### config.mk
export PLATFORM = sky130hd
export DESIGN_NAME = pu_ex_muldiv_hlr
export DESIGN_NICKNAME = d
export VERILOG_FILES = /design/src/rtl/pu_ex_muldiv_hlr.sv
export SDC_FILE = /design/constraint.sdc
export NUM_CORES = 1
export LEC_CHECK = 0
export BUFFER_PORTS_ARGS = -buffer_cell sky130_fd_sc_hd__buf_2
export CAP_MARGIN = 40
export CORE_UTILIZATION = 55
export CTS_BUF_LIST = sky130_fd_sc_hd__clkbuf_8
export CTS_CLUSTER_DIAMETER = 80
export CTS_CLUSTER_SIZE = 24
export DETAILED_ROUTE_END_ITERATION = 7
export PLACE_DENSITY = 0.74
export SLEW_MARGIN = 20
export SYNTH_ARGS = -nofsm -noshare
export SYNTH_HDL_FRONTEND = slang
export SYNTH_SLANG_ARGS = --single-unit
### constraint.sdc
create_clock -name clk -period 8.3 [get_ports clk]
set_input_delay 1.66 -clock clk [delete_from_list [all_inputs] [get_ports clk]]
set_output_delay 1.66 -clock clk [all_outputs]
set_load 0.02 [all_outputs]
### src/rtl/pu_ex_muldiv_hlr.sv
// rtl/pu_ex_muldiv_hlr.sv - HI/LO registers with iterative radix-2 multiply/divide engine
// Optional: define PU_MULDIV_FAST_MUL_EN for a single-cycle combinational multiply path.
module pu_ex_muldiv_hlr #(
  parameter int DATA_W = 32,
  parameter int CNT_W  = 6
) (
  input  logic              clk,
  input  logic              rst_,
  input  logic              start,
  input  logic [2:0]        op,
  input  logic [DATA_W-1:0] src_a,
  input  logic [DATA_W-1:0] src_b,
  input  logic              flush,
  output logic              busy,
  output logic              done,
  output logic [DATA_W-1:0] hi_rd_data,
  output logic [DATA_W-1:0] lo_rd_data
);

  typedef enum logic [1:0] {IDLE, CALC, FIX} state_e;

  state_e            state_q;
  logic [DATA_W-1:0] hi_q, lo_q;
  logic [DATA_W-1:0] acc_q;    // product high half / partial remainder
  logic [DATA_W-1:0] mreg_q;   // multiplier (shifts out) / dividend->quotient
  logic [DATA_W-1:0] opnd_q;   // multiplicand or divisor magnitude
  logic [DATA_W-1:0] raw_a_q;  // dividend as issued, for divide-by-zero HI
  logic [CNT_W-1:0]  cnt_q;
  logic              is_div_q, neg_q_q, neg_r_q, dz_q;
  logic              busy_q, done_q;

  // Operand magnitudes and result signs for the op being issued
  logic              signed_op, sa, sb;
  logic [DATA_W-1:0] a_mag, b_mag;
  always_comb begin
    signed_op = (op == 3'd0) || (op == 3'd2);
    sa        = signed_op & src_a[DATA_W-1];
    sb        = signed_op & src_b[DATA_W-1];
    a_mag     = sa ? -src_a : src_a;
    b_mag     = sb ? -src_b : src_b;
  end

  // One shift-add multiply step and one restoring shift-subtract divide step
  logic [DATA_W:0]   mul_sum, div_shift;
  logic [DATA_W-1:0] mul_acc_d, mul_mreg_d, div_acc_d, div_mreg_d, div_diff;
  logic              div_ge;
  always_comb begin
    mul_sum    = {1'b0, acc_q} + (mreg_q[0] ? {1'b0, opnd_q} : '0);
    mul_acc_d  = mul_sum[DATA_W:1];
    mul_mreg_d = {mul_sum[0], mreg_q[DATA_W-1:1]};
    div_shift  = {acc_q, mreg_q[DATA_W-1]};
    div_ge     = div_shift >= {1'b0, opnd_q};
    // When div_ge holds, the true difference is below the divisor, so W bits suffice
    div_diff   = div_shift[DATA_W-1:0] - opnd_q;
    div_acc_d  = div_ge ? div_diff : div_shift[DATA_W-1:0];
    div_mreg_d = {mreg_q[DATA_W-2:0], div_ge};
  end

  // Sign correction and final HI/LO values written at the FIX edge
  logic [2*DATA_W-1:0] prod, prod_fix;
  logic [DATA_W-1:0]   hi_d, lo_d;
  always_comb begin
`ifdef PU_MULDIV_FAST_MUL_EN
    prod = {{DATA_W{1'b0}}, opnd_q} * {{DATA_W{1'b0}}, mreg_q};
`else
    prod = {acc_q, mreg_q};
`endif
    prod_fix = neg_q_q ? -prod : prod;
    if (!is_div_q) begin
      hi_d = prod_fix[2*DATA_W-1:DATA_W];
      lo_d = prod_fix[DATA_W-1:0];
    end else if (dz_q) begin
      hi_d = raw_a_q;
      lo_d = '1;
    end else begin
      hi_d = neg_r_q ? -acc_q : acc_q;
      lo_d = neg_q_q ? -mreg_q : mreg_q;
    end
  end

  // Control FSM with registered busy/done, datapath and HI/LO updates
  always_ff @(posedge clk or negedge rst_) begin
    if (!rst_) begin
      state_q  <= IDLE;
      hi_q     <= '0;
      lo_q     <= '0;
      acc_q    <= '0;
      mreg_q   <= '0;
      opnd_q   <= '0;
      raw_a_q  <= '0;
      cnt_q    <= '0;
      is_div_q <= 1'b0;
      neg_q_q  <= 1'b0;
      neg_r_q  <= 1'b0;
      dz_q     <= 1'b0;
      busy_q   <= 1'b0;
      done_q   <= 1'b0;
    end else begin
      case (state_q)
        IDLE: begin
          done_q <= 1'b0;
          busy_q <= 1'b0;
          if (start && !flush) begin
            if (op == 3'd4) hi_q <= src_a;
            if (op == 3'd5) lo_q <= src_a;
            if (!op[2]) begin
              is_div_q <= op[1];
              neg_q_q  <= sa ^ sb;
              neg_r_q  <= sa;
              dz_q     <= op[1] && (src_b == '0);
              raw_a_q  <= src_a;
              acc_q    <= '0;
              mreg_q   <= op[1] ? a_mag : b_mag;
              opnd_q   <= op[1] ? b_mag : a_mag;
              cnt_q    <= '0;
              busy_q   <= 1'b1;
`ifdef PU_MULDIV_FAST_MUL_EN
              state_q  <= op[1] ? CALC : FIX;
              done_q   <= !op[1];
`else
              state_q  <= CALC;
`endif
            end
          end
        end
        CALC: begin
          if (flush) begin
            state_q <= IDLE;
            busy_q  <= 1'b0;
            done_q  <= 1'b0;
          end else begin
            acc_q  <= is_div_q ? div_acc_d : mul_acc_d;
            mreg_q <= is_div_q ? div_mreg_d : mul_mreg_d;
            cnt_q  <= cnt_q + 1'b1;
            if (cnt_q == CNT_W'(DATA_W-1)) begin
              state_q <= FIX;
              done_q  <= 1'b1;
            end
          end
        end
        FIX: begin
          if (!flush) begin
            hi_q <= hi_d;
            lo_q <= lo_d;
          end
          state_q <= IDLE;
          busy_q  <= 1'b0;
          done_q  <= 1'b0;
        end
        default: begin
          state_q <= IDLE;
          busy_q  <= 1'b0;
          done_q  <= 1'b0;
        end
      endcase
    end
  end

  assign busy       = busy_q;
  assign done       = done_q;
  assign hi_rd_data = hi_q;
  assign lo_rd_data = lo_q;

endmodule
Word-level counts from Yosys, hierarchy flattened
Index checks and enable logic that the tools add are counted.
- bitwise gates (word level): 4
- eq/ne operators: 14
- add/subtract/negate cells: 8
- reduce and logical (&&, ||, !) cells: 14
- mux-type cells: 47
- order comparisons: 1
- operator list (cell ; number):
    two-way mux 32 bit ; 26
    one-hot mux 32 bit (2 select lines) ; 4
    negator 32 bit ; 4
    two-way mux 64 bit ; 1
    negator 64 bit ; 1
    adder 32 x 32 -> 33 bit ; 1
    greater-or-equal comparator 33 x 32 -> 1 bit ; 1
    logical NOT 32 bit ; 1
    subtractor 32 bit ; 1
    two-way mux 6 bit ; 3
    != test 2 bit, second input constant ; 7
    one-hot mux 6 bit (2 select lines) ; 1
    AND reduction 4 bit ; 3
    two-way mux 2 bit ; 4
    adder 6 x 1 -> 6 bit, second input constant ; 1
    == test 3 bit, second input constant ; 2
    == test 6 x 5 -> 1 bit, second input constant ; 1
    two-way mux 1 bit ; 6
    AND reduction 3 bit ; 2
    one-hot mux 2 bit (2 select lines) ; 1
    nonzero test 2 bit ; 2
    == test 3 x 2 -> 1 bit, second input constant ; 1
    logical NOT 3 bit ; 1
    != test 3 bit, second input constant ; 1
    10 further kinds ; 12
- word-level logic and storage cells: 102
- register bits: 206
- input bits: 71
- output and inout bits: 66

Longest topological paths before layout
- depth after elaboration: 8
- gate-level depth with buffers: 15
- depth with buffers taken out: 13

Least setup slack after synthesis
OpenSTA, ideal clock, no wires.
- kind: input to register
- from: in src_b[1]
- to: reg mreg_q[27]
- library setup time: 119 ps
- setup slack: 4298 ps
- path buffers: 0
- stages: 9
- arrival: 3883 ps
- path through: or4_1 > or3b_2 > nor4_1 > nand2_1 > o41ai_1 > xor2_1 > mux2i_1 > a21oi_1 > nor2_1
- longest elaborated chain between the ends: 6
- ends and longest elaborated chain (element ; line ; RTL):
    start, declared ; 12 ; input logic [DATA_W-1:0] src_b,
    negator 32 bit ; 40 ; b_mag = sb ? -src_b : src_b;
    two-way mux 32 bit ; 40 ;
    two-way mux 32 bit ; 113 ; mreg_q <= op[1] ? a_mag : b_mag;
    two-way mux 32 bit ; 106 ; if (!op[2]) begin
    two-way mux 32 bit ; 103 ; if (start && !flush) begin
    one-hot mux 32 bit (2 select lines) ; 99 ; case (state_q)
    end signal, assigned ; 113 ;
    end signal, assigned ; 133 ; mreg_q <= is_div_q ? div_mreg_d : mul_mreg_d;
    end, declared ; 25 ; logic [DATA_W-1:0] mreg_q;
Every way passes these cells. The select of a mux whose other input is x is not followed.
A chain may end at the register's enable or synchronous reset.

Worst setup path after layout
- from: reg mreg_q[0]
- to: reg acc_q[29]
- longest elaborated chain between the ends: 5
- ends and longest elaborated chain (element ; line ; RTL):
    two-way mux 32 bit ; 48 ; mul_sum = {1'b0, acc_q} + (mreg_q[0] ? {1'b0, opnd_q} : '0);
    adder 32 x 32 -> 33 bit ; 48 ;
    two-way mux 32 bit ; 132 ; acc_q <= is_div_q ? div_acc_d : mul_acc_d;
    two-way mux 32 bit ; 127 ; if (flush) begin
    one-hot mux 32 bit (2 select lines) ; 99 ;
    end signal, assigned ; 132 ;
    end, declared ; 24 ; logic [DATA_W-1:0] acc_q;
Every way passes these cells. The select of a mux whose other input is x is not followed.

==> out/summary.log <==
[outcome] result of the run finished with violations
[outcome] violations in the final reports DRC
[detailed_routing] Routed Wire Length 61880 um
[worst_setup_path] worst path arrival time 4.58 ns
[detailed_routing] number of nets with antenna violations after detailed routing 0
[detailed_routing] remaining design rule violation count 6
[floorplan] effective utilization at floorplan 0.5608
[global_route] vias in the first global route 16473
[floorplan] die height 179.1 um
[sta] RSZ-0062 raised after global routing no
[cts] hold bufs inserted after CTS 0
[place] Detail Placement HPWL 45860 um
[final_layout] most frequent standard cell in the layout excluding fill and tap cells sky130_fd_sc_hd__nand2_1
[detailed_routing] ratio of routed vias to standard cells 6.618
[yosys] #FFs+latches synth 206
[worst_setup_path] Setup Crit Path Kind flip-flop to flip-flop
[yosys] Synth async-reset ratio 1.000
[yosys] fraction of the yosys area taken by sequential cells 0.2989
[cts] clk buf depth 3
[sta] worst-case headroom to the max-slew limit 0.3380
[worst_setup_path] data required time at the worst endpoint 8.75 ns
[worst_setup_path] critical-path maximum fanout 8
[worst_setup_path] Critical R2R Launch mreg_q[0]
[yosys] number of enable-type register cells in the synthesized netlist 0
[power_and_ir_drop] reported leakage power 8.044 nW
[yosys] post-synthesis instance area 17240 um^2
[sta] maximum achievable frequency 0.2421 GHz
[detailed_routing] vias 17604
[place] weighted congestion at the end of routability-driven global placement 1.009
[sta] worst hold slack across all endpoints 0.4950 ns
[sta] Worst Skew 0.03525 ns
[floorplan] Ports 137
[global_route] remaining global-route overflow 0
[floorplan] Die X-Extent 179.1 um
[place] Placement Cell Area 18170 um^2
[sta] post-route clock period utilization 0.4977
[yosys] Cell variety after synth 81
[cts] clock latency on the worst-skew pair 0.58 ns
[final_layout] most frequent cells in the layout sky130_fd_sc_hd__nand2_1, sky130_fd_sc_hd__o21ai_0, sky130_fd_sc_hd__dfrtp_1
[detailed_routing] first-pass detailed-route iteration total 8
[global_route] initial antenna violation count 1
[cts] TritonCTS Buffers 14
[cts] # H-tree levels 1
[worst_setup_path] Critical Path Sink Type flip-flop
[yosys] Yosys warning count 0
[global_route] pin count of the biggest net entering global routing 80
[yosys] nets in the synthesized netlist 2367
[hold_path] source of the worst hold timing path raw_a_q[18]
[sta] hold violation count in the final report 0
[global_route] global-route wire length before repair 94590 um
[hold_path] worst hold stages 2
[power_and_ir_drop] total power draw 5.655 mW
[yosys] Post-Synthesis Mean Instance Area 7.750 um^2
[run] max-capacitance violation count 0
[sta] Tightest Pin Transition 0.9801 ns
[hold_path] classification of the worst-slack hold path flip-flop to flip-flop
[cts] CTS Sinks 206
[sta] setup violators final 0
[final_layout] post-layout utilization of the core 0.6036
[power_and_ir_drop] power per cell area 304.7 nW/um^2
[detailed_routing] average wire length per cell after detail routing 23.26 um
[power_and_ir_drop] Worst IR Drop VDD 178.0 uV
[floorplan] # rows 64
[hold_path] worst min-delay path endpoint raw_a_q[18]
[final_layout] fraction of layout cells with a size suffix above 1 0.1043
[worst_setup_path] endpoint of the lowest-slack register-to-register path acc_q[29]
[detailed_routing] violation count after the first detailed-routing iteration 2121
[final_layout] fin area 18560 um^2
[floorplan] Die Outline Area 32060 um^2
[worst_setup_path] depth of the worst register-to-register path 12
[cts] clock tree from TritonCTS built
[cts] cell at the root of the clock tree sky130_fd_sc_hd__clkbuf_8
[yosys] top_reg_cell synth sky130_fd_sc_hd__dfrtp_1
[floorplan] floorplan core area 30750 um^2
[worst_setup_path] slack of the worst reg-to-reg path 4.17 ns
[final_layout] Nets 2398
[worst_setup_path] Critical Path Source Type flip-flop
[yosys] gate count of the mapped netlist 2225
[cts] Resized Gates After CTS 0
[sta] setup TNS after final layout 0 ns
[final_layout] Layout Area Growth over Synthesis 7.633%
[sta] final critical-path required period 4.131 ns
[global_route] Global Route Usage Sum 0.3869
[sta] number of max-slew violations in the final report 0
[place] buffers added on ports 136
[cts] Clk pin slew, worst setup/hold paths 0.15 ns
[cts] post-CTS setup buffer count 0
-- state kept, by name, summed over array words and instances (netlist names), 2 cells and up --
register,cells
acc_q,32
hi_rd_data,32
lo_rd_data,32
mreg_q,32
opnd_q,32
raw_a_q,32
cnt_q,6
state_q,2
-- worst max path at each step --
stage / startpoint / end / depth (start not counted)
floorplan: src_b[1] / mreg_q[27] / 9
global placement: src_b[1] / mreg_q[27] / 10
detailed placement: src_b[1] / mreg_q[29] / 10
CTS: src_b[1] / mreg_q[29] / 10
global route: src_b[1] / mreg_q[29] / 10
finish: mreg_q[0] / acc_q[29] / 12
-- power breakdown --
group	leakage [nW]	internal, mW	switching (mW)	total (mW)
clock	0.151	0.223	0.394	0.618
combinational	5.33	1.33	1.98	3.31
sequential	2.57	1.25	0.479	1.73
total	8.04	2.80	2.86	5.65
-- cell usage after synthesis, types with 10 or more instances --
library cell,number,area [um^2]
sky130_fd_sc_hd__nand4_1,10,62.56
sky130_fd_sc_hd__nor3_1,45,225.2
sky130_fd_sc_hd__o41ai_1,14,122.6
sky130_fd_sc_hd__o211ai_1,17,127.6
sky130_fd_sc_hd__a211oi_1,13,97.59
sky130_fd_sc_hd__o21ai_0,228,1141
sky130_fd_sc_hd__nor2_1,198,743.2
sky130_fd_sc_hd__o22ai_1,37,231.5
sky130_fd_sc_hd__nand2_1,312,1171
sky130_fd_sc_hd__inv_1,63,236.5
sky130_fd_sc_hd__nor4_1,20,125.1
sky130_fd_sc_hd__mux2i_1,92,920.9
sky130_fd_sc_hd__mux2_2,14,157.7
sky130_fd_sc_hd__a21o_1,32,240.2
sky130_fd_sc_hd__or4_1,15,112.6
sky130_fd_sc_hd__xnor2_1,109,954.7
sky130_fd_sc_hd__nand3_1,44,220.2
sky130_fd_sc_hd__buf_1,12,45.04
sky130_fd_sc_hd__ha_1,69,863.3
sky130_fd_sc_hd__and3_1,17,106.4
sky130_fd_sc_hd__clkbuf_1,135,506.7
sky130_fd_sc_hd__nand2b_1,18,112.6
sky130_fd_sc_hd__o31ai_1,34,255.2
sky130_fd_sc_hd__o21a_1,10,75.07
sky130_fd_sc_hd__o221ai_1,12,105.1
sky130_fd_sc_hd__xor2_1,78,683.2
sky130_fd_sc_hd__or3_1,24,150.1
sky130_fd_sc_hd__a31oi_1,17,106.4
sky130_fd_sc_hd__a21oi_1,166,830.8
sky130_fd_sc_hd__a22oi_1,21,157.7
sky130_fd_sc_hd__dfrtp_1,206,5155
sky130_fd_sc_hd__o21bai_1,12,90.09
-- layout make-up --
| cell class | count | area [um^2] |
|---|---|---|
| antenna | 1 | 2.502 |
| sequential | 206 | 5160 |
| timing repair buffer | 170 | 1065 |
| clock inverter | 7 | 90.09 |
| tap | 396 | 495.5 |
| multi-input combinational | 1801 | 11290 |
| inverter | 63 | 236.5 |
| fill | 2824 | 12190 |
| clock buffer | 16 | 220.2 |
-- stage by stage --
stage	std cells	setup WS [ns]
finish	2660	4.169
CTS	2656	4.271
detailed placement	2633	3.677
global route	2660	3.927
global placement	2626	3.778
floorplan	2225	4.298
-- layer usage --
| layer | global-route usage | wire length [um] | vias to the layer above |
|---|---|---|---|
| met3 | 0.08863 | 6350 | 225 |
| li1 | - | - | 8014 |
| met2 | 0.5917 | 27200 | 1061 |
| met5 | 0 | 0 | - |
| met1 | 0.4972 | 24180 | 8304 |
| met4 | 0.2292 | 4149 | 0 |
-- logic make-up after synthesis --
family | Yosys count | synth area share
AO/OA/AOI/OAI | 679 | 0.2421
XOR/XNOR | 187 | 0.09498
adder cells (fa/ha/maj) | 71 | 0.05239
buffers and inverters | 218 | 0.04876
flip-flops | 206 | 0.2989
multiplexers | 106 | 0.06255
AND/OR/NAND/NOR | 758 | 0.2003
-- critical path: stages (launching register included) --
cell,delay [ns]
sky130_fd_sc_hd__dfrtp_1,0.50
sky130_fd_sc_hd__inv_1,0.36
sky130_fd_sc_hd__nor2_1,0.11
sky130_fd_sc_hd__ha_1,0.35
sky130_fd_sc_hd__o211ai_1,0.18
sky130_fd_sc_hd__a21oi_1,0.08
sky130_fd_sc_hd__o41ai_1,0.86
sky130_fd_sc_hd__a21oi_1,0.28
sky130_fd_sc_hd__a21oi_1,0.31
sky130_fd_sc_hd__o21ai_0,0.29
sky130_fd_sc_hd__nor4b_1,0.23
sky130_fd_sc_hd__a2111oi_0,0.31
sky130_fd_sc_hd__o21ai_0,0.13
Power figures use the tool's default switching activity.
